==> src/rtl/param_counter_if.sv <==
// Signal bundle between a controller and a param_counter instance.
// The master drives the control and load inputs; the slave (the
// counter) returns the count, the terminal-count flag and the wrap pulse.
interface param_counter_if #(
    parameter int WIDTH = 4
);
    logic             en;
    logic             up_dn;
    logic             clr;
    logic             load;
    logic [WIDTH-1:0] load_val;
    logic [WIDTH-1:0] qd;
    logic             tc;
    logic             wrap;

    modport master (
        output en, up_dn, clr, load, load_val,
        input  qd, tc, wrap
    );

    modport slave (
        input  en, up_dn, clr, load, load_val,
        output qd, tc, wrap
    );
endinterface

==> src/rtl/param_counter.sv <==
// param_counter: synchronous up/down modulo counter over 0..MAX with
// enable, synchronous clear, clamped parallel load, a lookahead
// terminal-count flag (tc) and a registered one-cycle wrap pulse.
// Edge priority: rst_n low > clr > load > en > hold.
// Build option: define PARAM_COUNTER_SAT_EN to saturate at 0 / MAX
// instead of wrapping; wrap then never asserts, while tc still flags
// the boundary.
module param_counter #(
    parameter int          WIDTH = 4,
    parameter int unsigned MAX   = 15
) (
    input  logic           clk,
    input  logic           rst_n,
    param_counter_if.slave bus
);

    localparam logic [WIDTH-1:0] MAX_V = WIDTH'(MAX);
    localparam logic [WIDTH-1:0] ONE   = WIDTH'(1);

    logic [WIDTH-1:0] qd_r;
    logic [WIDTH-1:0] qd_nxt;
    logic             wrap_r;
    logic             wrap_nxt;
    logic             at_top;
    logic             at_bot;

    // Out-of-range load values are clamped to the terminal count.
    function automatic logic [WIDTH-1:0] clamp_load(input logic [WIDTH-1:0] v);
        return (v > MAX_V) ? MAX_V : v;
    endfunction

    // Boundary detection shared by the next-count logic and tc.
    always_comb begin
        at_top = (qd_r == MAX_V);
        at_bot = (qd_r == '0);
    end

    // Next count and wrap request, in priority order clr > load > en > hold.
    always_comb begin
        qd_nxt   = qd_r;
        wrap_nxt = 1'b0;
        if (bus.clr) begin
            qd_nxt = '0;
        end else if (bus.load) begin
            qd_nxt = clamp_load(bus.load_val);
        end else if (bus.en) begin
            if (bus.up_dn) begin
                if (at_top) begin
`ifdef PARAM_COUNTER_SAT_EN
                    qd_nxt = qd_r;
`else
                    qd_nxt   = '0;
                    wrap_nxt = 1'b1;
`endif
                end else begin
                    qd_nxt = qd_r + ONE;
                end
            end else begin
                if (at_bot) begin
`ifdef PARAM_COUNTER_SAT_EN
                    qd_nxt = qd_r;
`else
                    qd_nxt   = MAX_V;
                    wrap_nxt = 1'b1;
`endif
                end else begin
                    qd_nxt = qd_r - ONE;
                end
            end
        end
    end

    // Count and wrap registers; reset has top priority.
    always_ff @(posedge clk) begin
        if (!rst_n) begin
            qd_r   <= '0;
            wrap_r <= 1'b0;
        end else begin
            qd_r   <= qd_nxt;
            wrap_r <= wrap_nxt;
        end
    end

    // Outputs: tc is a zero-latency lookahead of the next wrap, for cascading.
    always_comb begin
        bus.qd   = qd_r;
        bus.wrap = wrap_r;
        bus.tc   = rst_n & bus.en & ((bus.up_dn & at_top) | (~bus.up_dn & at_bot));
    end

endmodule

==> src/flat_wrapper.sv <==
// flat-port wrapper written by rule: the top's interface ports become plain ports
module param_counter_flat 
#(
    parameter int          WIDTH = 4,
    parameter int unsigned MAX   = 15
)
  (clk, rst_n, bus_en, bus_up_dn, bus_clr, bus_load, bus_load_val, bus_qd, bus_tc, bus_wrap);
  param_counter_if #(.WIDTH(WIDTH)) bus_i ();
  input  logic clk;
  input  logic rst_n;
  input wire logic [$bits(bus_i.en)-1:0] bus_en;
  input wire logic [$bits(bus_i.up_dn)-1:0] bus_up_dn;
  input wire logic [$bits(bus_i.clr)-1:0] bus_clr;
  input wire logic [$bits(bus_i.load)-1:0] bus_load;
  input wire logic [$bits(bus_i.load_val)-1:0] bus_load_val;
  output wire logic [$bits(bus_i.qd)-1:0] bus_qd;
  output wire logic [$bits(bus_i.tc)-1:0] bus_tc;
  output wire logic [$bits(bus_i.wrap)-1:0] bus_wrap;
  assign bus_i.en = bus_en;
  assign bus_i.up_dn = bus_up_dn;
  assign bus_i.clr = bus_clr;
  assign bus_i.load = bus_load;
  assign bus_i.load_val = bus_load_val;
  assign bus_qd = bus_i.qd;
  assign bus_tc = bus_i.tc;
  assign bus_wrap = bus_i.wrap;
  param_counter #(.WIDTH(WIDTH), .MAX(MAX)) u_core (.clk(clk), .rst_n(rst_n), .bus(bus_i));
endmodule
==> config.mk <==
export PLATFORM = sky130hd
export DESIGN_NAME = param_counter_flat
export DESIGN_NICKNAME = d
export VERILOG_FILES = /design/src/rtl/param_counter_if.sv /design/src/rtl/param_counter.sv /design/src/flat_wrapper.sv
export SDC_FILE = /design/constraint.sdc
export NUM_CORES = 1
export LEC_CHECK = 0
export BUFFER_PORTS_ARGS = -buffer_cell sky130_fd_sc_hd__buf_4
export CORE_AREA = 2 2 39 41
export CTS_CLUSTER_DIAMETER = 40
export DETAILED_ROUTE_END_ITERATION = 16
export DIE_AREA = 0 0 41 43
export GPL_ROUTABILITY_DRIVEN = 0
export SETUP_SLACK_MARGIN = 0.2
export SKIP_CTS_REPAIR_TIMING = 1
export SLEW_MARGIN = 20
export SYNTH_ARGS = -nofsm -noshare
export SYNTH_HDL_FRONTEND = slang
export SYNTH_SLANG_ARGS = --single-unit
==> constraint.sdc <==
create_clock -name clk -period 1.8 [get_ports clk]
set_clock_uncertainty 0.05 [all_clocks]
set_input_delay 0.09 -clock clk [delete_from_list [all_inputs] [get_ports clk]]
set_output_delay 0.09 -clock clk [all_outputs]
set_load 0.01 [all_outputs]
# Yosys cells after proc, flatten, opt, wreduce, memory -nomap -nowiden

Index checks and enable logic that the tools add are counted.

Register bits after elaboration: 5
Latch bits: 0
Memory bits (writable): 0
Memory bits (read-only): 0
Input port bits: 10
Output and inout bits: 6
Logic and storage cells: 27
Memories kept: 0

Add/subtract/negate cells: 2
$mul: 0
Div/mod/pow operators: 0
$lt $le $gt $ge: 1
Equal/unequal tests: 1
Shift operators: 0
Multiplexer cells: 9
Bitwise gates (word level): 8
Reduce and logical (&&, ||, !) cells: 4

Operators with widths:

| cell                                                                | number |
|---|---|
| 4-bit two-way mux                                                   | 6 |
| 4-bit by 1-bit adder with 4-bit output (second input constant)      | 1 |
| 1-bit bitwise AND                                                   | 4 |
| 4-bit equality test (second input constant)                         | 1 |
| 4-bit greater-than comparator (second input constant)               | 1 |
| 4-bit zero test                                                     | 1 |
| 4-bit OR reduction                                                  | 1 |
| 4-bit by 1-bit subtractor with 4-bit output (second input constant) | 1 |
| 1-bit two-way mux                                                   | 3 |
| 1-bit inverter                                                      | 3 |
| 2-bit nonzero test                                                  | 1 |
| 2-bit OR reduction                                                  | 1 |
| 1-bit OR                                                            | 1 |

# Depth between registers and ports, before layout

Gate-level depths: netlist (run 1).

Word-level depth: 5
Gate-level depth with buffers: 6
Gate-level depth less buffers: 6

# Worst setup path before layout (run 1)

OpenSTA, ideal clock, no wires.

Kind: flip-flop to flip-flop
Start point: register u_core.qd_r[0], in the netlist u_core.bus.qd[0]
End point: register u_core.qd_r[3], in the netlist u_core.bus.qd[3]
Setup time: 0.079 ns
Arrival time: 1.404 ns
Required time: 1.671 ns
Slack: 0.267 ns
Stages on the path, launching flop included: 7
Path buffers: 0
Period minus slack after synthesis: 1.533 ns
Cells stage by stage: dfxtp_1 -> inv_1 -> ha_1 -> or4b_4 -> o21ai_2 -> nor3_1 -> a211oi_2

Cells in the longest elaborated chain, start to end: 5
Elaborated cells on any way between the ends: 9
Those cells by class: 2 x add/sub; 1 x eq/ne; 5 x mux; 1 x reduce/logical

RTL lines:

| element                                                                   | line                                     | RTL |
|---|---|---|
| start: declaration                                                        | param_counter.sv:20                      | `logic [WIDTH-1:0] qd_r;` |
| start signal: assignment                                                  | param_counter.sv:79                      | `qd_r <= qd_nxt;` |
| 4-bit by 1-bit subtractor with 4-bit output, or another cell as far along | param_counter.sv:67                      | `qd_nxt = qd_r - ONE;` |
| 4-bit two-way mux (on tied branches)                                      | param_counter.sv:59, param_counter.sv:48 |  |
| 4-bit two-way mux (*)                                                     | param_counter.sv:47                      | `if (bus.up_dn) begin` |
| 4-bit two-way mux (*)                                                     | param_counter.sv:46                      | `end else if (bus.en) begin` |
| 4-bit two-way mux (*)                                                     | param_counter.sv:44                      | `end else if (bus.load) begin` |

Mark *: on every way between the ends. The rest lies on a longest branch, timed or not. The select of a mux whose other input is x is not followed.
A chain may end at the register's enable or synchronous reset.

# Final worst setup path (run 1)

Start point: register u_core.qd_r[1], in the netlist u_core.bus.qd[1]
End point: output port bus_tc

Cells in the longest elaborated chain, start to end: 4
Elaborated cells on any way between the ends: 6
Those cells by class: 1 x eq/ne; 4 x bitwise; 1 x reduce/logical

RTL lines:

| element                                                | line                                     | RTL |
|---|---|---|
| 4-bit equality test or 4-bit zero test (tied branches) | param_counter.sv:34, param_counter.sv:35 |  |
| 1-bit bitwise AND                                      | param_counter.sv:88                      | `bus.tc = rst_n & bus.en & ((bus.up_dn & at_top) \| (~bus.up_dn & at_bot));` |
| 1-bit OR (*)                                           | param_counter.sv:88                      |  |
| 1-bit bitwise AND (*)                                  | param_counter.sv:88                      |  |
| end: declaration                                       | flat_wrapper.sv:17                       | `output wire logic [$bits(bus_i.tc)-1:0] bus_tc;` |

Mark *: on every way between the ends. The rest lies on a longest branch, timed or not.

==> results.md, run 1 <==
* Comb pwr share at 29.3%
* Fin crit period at 1.69 ns
* Port bufs at 15
* First-pass GRT wire length at 1.49 mm
* Post-route cell area at just over 600 um2
* Power density over cell area at about 580 nW/um2
* Num CTS Buffers at 3
* Area Overhead vs Synth at 61.6%
* Tcrit/Tclk final at between 90% and 100%
* R2R Path Start: u_core.bus.qd[0]$_SDFFE_PP0P_
* Cell Int Power at roughly 0.26 mW
* Max-cap viol count at 0
* Clock latency at the later pin of the worst-skew pair at 0.24 ns
* Total Wirelength at around 1.1 mm
* Min-Delay Path Class: primary input to register
* Vias at around 450
* DR DRC count at 0
* Peak supply drop at about 0.26 mV
* TNS Setup at 0 ns
* Multi-input logic area at approximately 270 um2
* Max clock buf depth at 2
* CTS tree: built
* Final WS setup at between 0.1 and 0.15 ns
* Sequential cell area at around 110 um2
* ANT cells at 0
* Initial Utilization at 27.8%
* Final hold viol count at 0
* Clk sinks at 5
* Via/cell ratio at 5.06
* Crit. End Element: output port
* Wire per inst at around 12 um
* Startpoint type of the worst setup path: register
* R2R depth at 6
* Slew @ Worst Pin at around 0.29 ns
* Switch share at between 20% and 30%
* DR pass1 iterations at 2
* Dpl cells at 76
* Filler instances at about 150
* F_max at roughly 590 MHz
* Psw at approximately 0.10 mW
* First DRT Iteration DRCs at 6
* Initial antenna violation count at 0
* GRT Total Usage at a little over an eighth
* Grt total ovfl at 0
* Post-Place Cell Area at 505 um2
* Die Height at around 43 um
* Die X at just over 40 um
* Clk slew on worst S/H paths at ~0.04 ns
* Synthesized area at 384 um2
* Non-Filler Instances at 88
* Worst EP arrival at 1.55 ns
* Post-synthesis sequential area ratio at a little over a quarter
* Netlist cell types at 25
* Relative max-transition margin at 80.1%
* Endpoints failing setup at 0
* Flop pwr share at 34.5%
* Mapped Nets at a little under 60
* Outcome: finished clean
* Syn_area_per_cell at 8.35 um2
* Minimum hold slack at around 0.0087 ns
* Crit-path max FO at 6
* WP data required at roughly 1.7 ns
* DP Worst Slack at approximately 0.19 ns
* Post-synthesis sequential element count at 5
* Leak at between 0.2 and 0.3 nW
* # rows at 14
* Reg-to-reg endpoint: u_core.bus.qd[3]$_SDFFE_PP0P_
* Syn Inst Count at 46
* Final core occ at 44.8%
* Die ar. at 1760 um2
* CORE AREA at 1380 um2
* Crit path to: bus_tc
* NumNets Final at 85
* Largest net degree at the start of global routing at 9
* H-Tree Depth at 1
* ANT nets after route at 0
* Layout cells sized above 1 at 50.0%
* YS warnings at 0
* Critical Path Source: u_core.bus.qd[1]$_SDFFE_PP0P_
* Reg2Reg Setup Slack at roughly 0.18 ns
* CP Class: register to output port
* RSZ-0062 raised after global routing: true
* Cell chosen for the clock root: clkbuf_4
* Final slew viol count at 0
* Vias in the first global route at ~350
* Total power draw at around 0.36 mW
* HPWL Detailed at about 740 um
* Clock power frac at 36.2%
* # IOs at 16
[routing by layer]
| metal | vias to the layer above | global-route usage, % | part of all wire, % |
|---|---|---|---|
| li1 | 224 | - | - |
| met1 | 202 | 16.3 | 42 |
| met2 | 15 | 17.2 | 48 |
| met3 | 4 | 6.28 | 6.2 |
| met4 | 0 | 8.00 | 3.2 |
| met5 | - | 0 | 0 |
[cells by family (layout without fill, tap and decap cells)]
| kind of cell | Yosys count | in the layout | share of synthesized area [%] |
|---|---|---|---|
| buffers and inverters | 6 | 32 | 7.82 |
| muxes | 2 | 2 | 5.21 |
| xor gates and xnor gates | 2 | 2 | 4.56 |
| AOI/OAI and AO/OA | 14 | 14 | 27.4 |
| and+or+nand+nor | 15 | 15 | 22.5 |
| DFF | 5 | 5 | 26.1 |
| adders and majority gates | 2 | 2 | 6.51 |
[sequential cells by signal, summed over array words and instances, names as in the netlist]
name	cells
u_core.bus.wrap	1
u_core.bus.qd	4
[cells in the mapped netlist (all sizes together)]
master | number | area share, %
dfxtp | 5 | 26
inv | 5 | 4.9
a21oi | 4 | 5.2
nand2 | 4 | 3.9
o21ai | 4 | 6.2
a211oi | 2 | 5.2
ha | 2 | 6.5
mux2i | 2 | 5.2
nand4 | 2 | 3.3
nor2 | 2 | 2.0
nor3 | 2 | 2.6
a2111oi | 1 | 3.9
buf | 1 | 2.9
nand2b | 1 | 1.6
nand3 | 1 | 1.3
nand4b | 1 | 2.3
o211ai | 1 | 2.0
o311a | 1 | 2.6
o311ai | 1 | 2.3
or4 | 1 | 2.0
or4b | 1 | 3.6
xnor2 | 1 | 2.3
xor2 | 1 | 2.3
[how the worst min path moves through the flow]
stage,start,end,cells past startpoint
floorplan,bus_load,u_core.bus.wrap$_SDFF_PP0_,1
global placement,bus_load,u_core.bus.wrap$_SDFF_PP0_,2
detailed placement,bus_load,u_core.bus.wrap$_SDFF_PP0_,2
CTS,bus_load,u_core.bus.wrap$_SDFF_PP0_,2
global route,bus_load,u_core.bus.wrap$_SDFF_PP0_,2
finish,bus_load,u_core.bus.wrap$_SDFF_PP0_,2
[cell type report]
class	instances	area share, %
clock buffer	4	4.23
timing repair buffer	23	27.8
inverter	5	3.83
tap	16	3.23
sequential	5	17.3
multi-input combinational	35	43.5
[critical path, stage by stage (launching register included)]
cell and delay, ns:
dfxtp_4 0.36, inv_4 0.06, ha_4 0.12, or4b_4 0.49
a21oi_2 0.15, buf_4 0.12
[cell usage in the layout (no fill, tap or decap), types with 3 or more instances in the layout]
master / count
buf_4: 23
nand2_1: 4
inv_1: 3
a21oi_1: 3
clkbuf_4: 3
dfxtp_1: 3
[power groups by stage]
stage | clock network, mW | registers [mW] | logic [mW]
after floorplan | 0 | 0.127 | 0.0472
after global placement | 0 | 0.126 | 0.0815
after detailed placement | 0 | 0.126 | 0.0821
after CTS | 0.132 | 0.125 | 0.0825
after global routing | 0.138 | 0.125 | 0.116
final | 0.130 | 0.124 | 0.105
(Power assumes the default switching activity.)
==> inputs of run 2 (changes only) <==
--- a/config.mk
+++ b/config.mk
@@ -6,11 +6,15 @@
 export NUM_CORES = 1
 export LEC_CHECK = 0
 export BUFFER_PORTS_ARGS = -buffer_cell sky130_fd_sc_hd__buf_4
+export CAP_MARGIN = 40
+export CELL_PAD_IN_SITES_DETAIL_PLACEMENT = 1
+export CELL_PAD_IN_SITES_GLOBAL_PLACEMENT = 1
 export CORE_AREA = 2 2 39 41
 export CTS_CLUSTER_DIAMETER = 40
 export DETAILED_ROUTE_END_ITERATION = 16
 export DIE_AREA = 0 0 41 43
 export GPL_ROUTABILITY_DRIVEN = 0
+export PLACE_DENSITY_LB_ADDON = 0.1
 export SETUP_SLACK_MARGIN = 0.2
 export SKIP_CTS_REPAIR_TIMING = 1
 export SLEW_MARGIN = 20
==> run 2 against run 1 <==
  * Final area fell by 5.6%
  * Combinational power fell by 6%
  * Final cell count fell by 4.5%
  * Worst setup slack improved by 0.016 ns
  * Global-route usage rose by 2.2 points
  * Power fell by 2.2%
  * Register-to-register slack improved by 0.02 ns
  * Sequential cell count did not move
  * Clock power barely moved
==> results.md, run 2 (synthesized netlist as in run 1, its figures left out) <==
* Largest net degree at the start of global routing at 9 (unchanged)
* Cell chosen for the clock root: clkbuf_4
* DR pass1 iterations at 2 (unchanged)
* Endpoints failing setup at 0 (unchanged)
* ANT nets after route at 0 (unchanged)
* Fin crit period at 1.68 ns (-0.0165 ns)
* # IOs at 16 (unchanged)
* Peak supply drop at 0.290 mV (+11%)
* # rows at 14 (unchanged)
* H-Tree Depth at 1 (unchanged)
* Worst EP arrival at 1.54 ns (about the same)
* R2R Path Start: u_core.bus.qd[1]$_SDFFE_PP0P_
* Via/cell ratio at 5.07 (+0.29%)
* Outcome: finished clean
* Post-route cell area at 586 um2 (-5.6%)
* Relative max-transition margin at 82.3% (+2.2 points)
* ANT cells at 0 (unchanged)
* Max clock buf depth at 2 (unchanged)
* Wire per inst at 13.7 um (+12%)
* Crit. End Element: output port
* Vias at 426 (-4.3%)
* Vias in the first global route at 433 (+23%)
* Total Wirelength at 1.15 mm (+7.0%)
* Initial Utilization at 27.8% (unchanged)
* R2R depth at 7 (+1)
* Multi-input logic area at 270 um2 (unchanged)
* Num CTS Buffers at 3 (unchanged)
* Final WS setup at 0.124 ns (+0.0165 ns)
* Startpoint type of the worst setup path: register
* Grt total ovfl at 0 (unchanged)
* Non-Filler Instances at 84 (-4.5%)
* Tcrit/Tclk final at 93.1% (-0.92 points)
* Filler instances at 184 (+21%)
* Die Height at 43 um (unchanged)
* Commonest non-fill, non-tap cell in the layout: buf_4
* Clk slew on worst S/H paths at 0.04 ns (about the same)
* TNS Setup at 0 ns (unchanged)
* Dpl cells at 77 (+1.3%)
* Initial antenna violation count at 0 (unchanged)
* WP data required at 1.66 ns (about the same)
* Crit path to: bus_tc
* Min-Delay Path Class: primary input to register
* Reg2Reg Setup Slack at 0.20 ns (+0.02 ns)
* Die X at 41 um (unchanged)
* Port bufs at 15 (unchanged)
* Leak at 0.254 nW (-7.6%)
* Power density over cell area at 600 nW/um2 (+3.6%)
* First DRT Iteration DRCs at 3 (-3)
* Critical Path Source: u_core.bus.qd[1]$_SDFFE_PP0P_
* Max-cap viol count at 0 (unchanged)
* Layout cells sized above 1 at 47.1% (-2.9 points)
* Crit-path max FO at 3 (-3)
* Total power draw at 0.351 mW (-2.2%)
* Area Overhead vs Synth at 52.4%
* Commonest non-fill, non-tap cells in the layout: buf_4 (19), nand2_1 (4)
* CORE AREA at 1380 um2 (unchanged)
* RSZ-0062 raised after global routing: true
* Sequential cell area at 105 um2 (-2.3%)
* Final hold viol count at 0 (unchanged)
* Max reg flops at 4 (unchanged)
* GRT Total Usage at 15.3% (+2.2 points)
* DP Worst Slack at 0.225 ns (+0.0364 ns)
* Die ar. at 1760 um2 (unchanged)
* NumNets Final at 81 (-4.7%)
* CP Class: register to output port
* Final slew viol count at 0 (unchanged)
* DR DRC count at 0 (unchanged)
* F_max at 597 MHz (+0.98%)
* Reg-to-reg endpoint: u_core.bus.qd[3]$_SDFFE_PP0P_
* Slew @ Worst Pin at 0.262 ns (-0.0321 ns)
* Post-Place Cell Area at 513 um2 (+1.5%)
* First-pass GRT wire length at 1.82 mm (+22%)
* Clock latency at the later pin of the worst-skew pair at 0.24 ns (about the same)
* CTS tree: built
* HPWL Detailed at 844 um (+15%)
* Clk sinks at 5 (unchanged)
## run 2: how the worst min path moves through the flow
stage	startpoint	to	slack, ns	cells after the start
final	bus_load	u_core.bus.wrap$_SDFF_PP0_	0.01	2
after global placement	bus_load	u_core.bus.wrap$_SDFF_PP0_	0.26	2
after floorplan	bus_load	u_core.bus.wrap$_SDFF_PP0_	0.11	1
after CTS	bus_load	u_core.bus.wrap$_SDFF_PP0_	0.005	2
after global routing	bus_load	u_core.bus.wrap$_SDFF_PP0_	0.02	2
after detailed placement	bus_load	u_core.bus.wrap$_SDFF_PP0_	0.26	2
## run 2: critical path: stages (launching register included)
cell and delay [ns]:
dfxtp_4 0.34, inv_4 0.06, ha_4 0.12, or4b_4 0.48, a21oi_2 0.16, buf_4 0.13
## run 2: power by group
part	internal, mW	switching (mW)	total (mW)	leakage [nW]
combinational	0.0512	0.0476	0.0989	0.197
clock	0.0839	0.0466	0.130	0.0150
sequential	0.116	0.00648	0.122	0.0420
## run 2: final cells by class
| class | count | area share, % |
|---|---|---|
| repair buffers | 19 | 24.4 |
| flip-flops and latches | 5 | 17.9 |
| multi-input cells | 35 | 46.2 |
| clock buffers | 4 | 4.49 |
| inverters | 5 | 3.63 |
| well taps | 16 | 3.42 |
## run 2: through the flow
step / hold WS [ns] / util (%)
after CTS: 0.00456 / 39.0
after global placement: 0.264 / 37.1
after detailed placement: 0.260 / 37.1
after floorplan: 0.109 / -
final: 0.0122 / 42.3
after global routing: 0.0190 / 42.3
## run 2: layer usage
metal / share of wire, % / up-vias / track usage, % / routed length (um)
met5: 0 / - / 0 / 0
met3: 5.3 / 0 / 4.71 / 61
li1: - / 215 / - / -
met2: 53 / 14 / 24.1 / 606
met4: 0 / 0 / 4.00 / 0
met1: 42 / 197 / 19.3 / 487
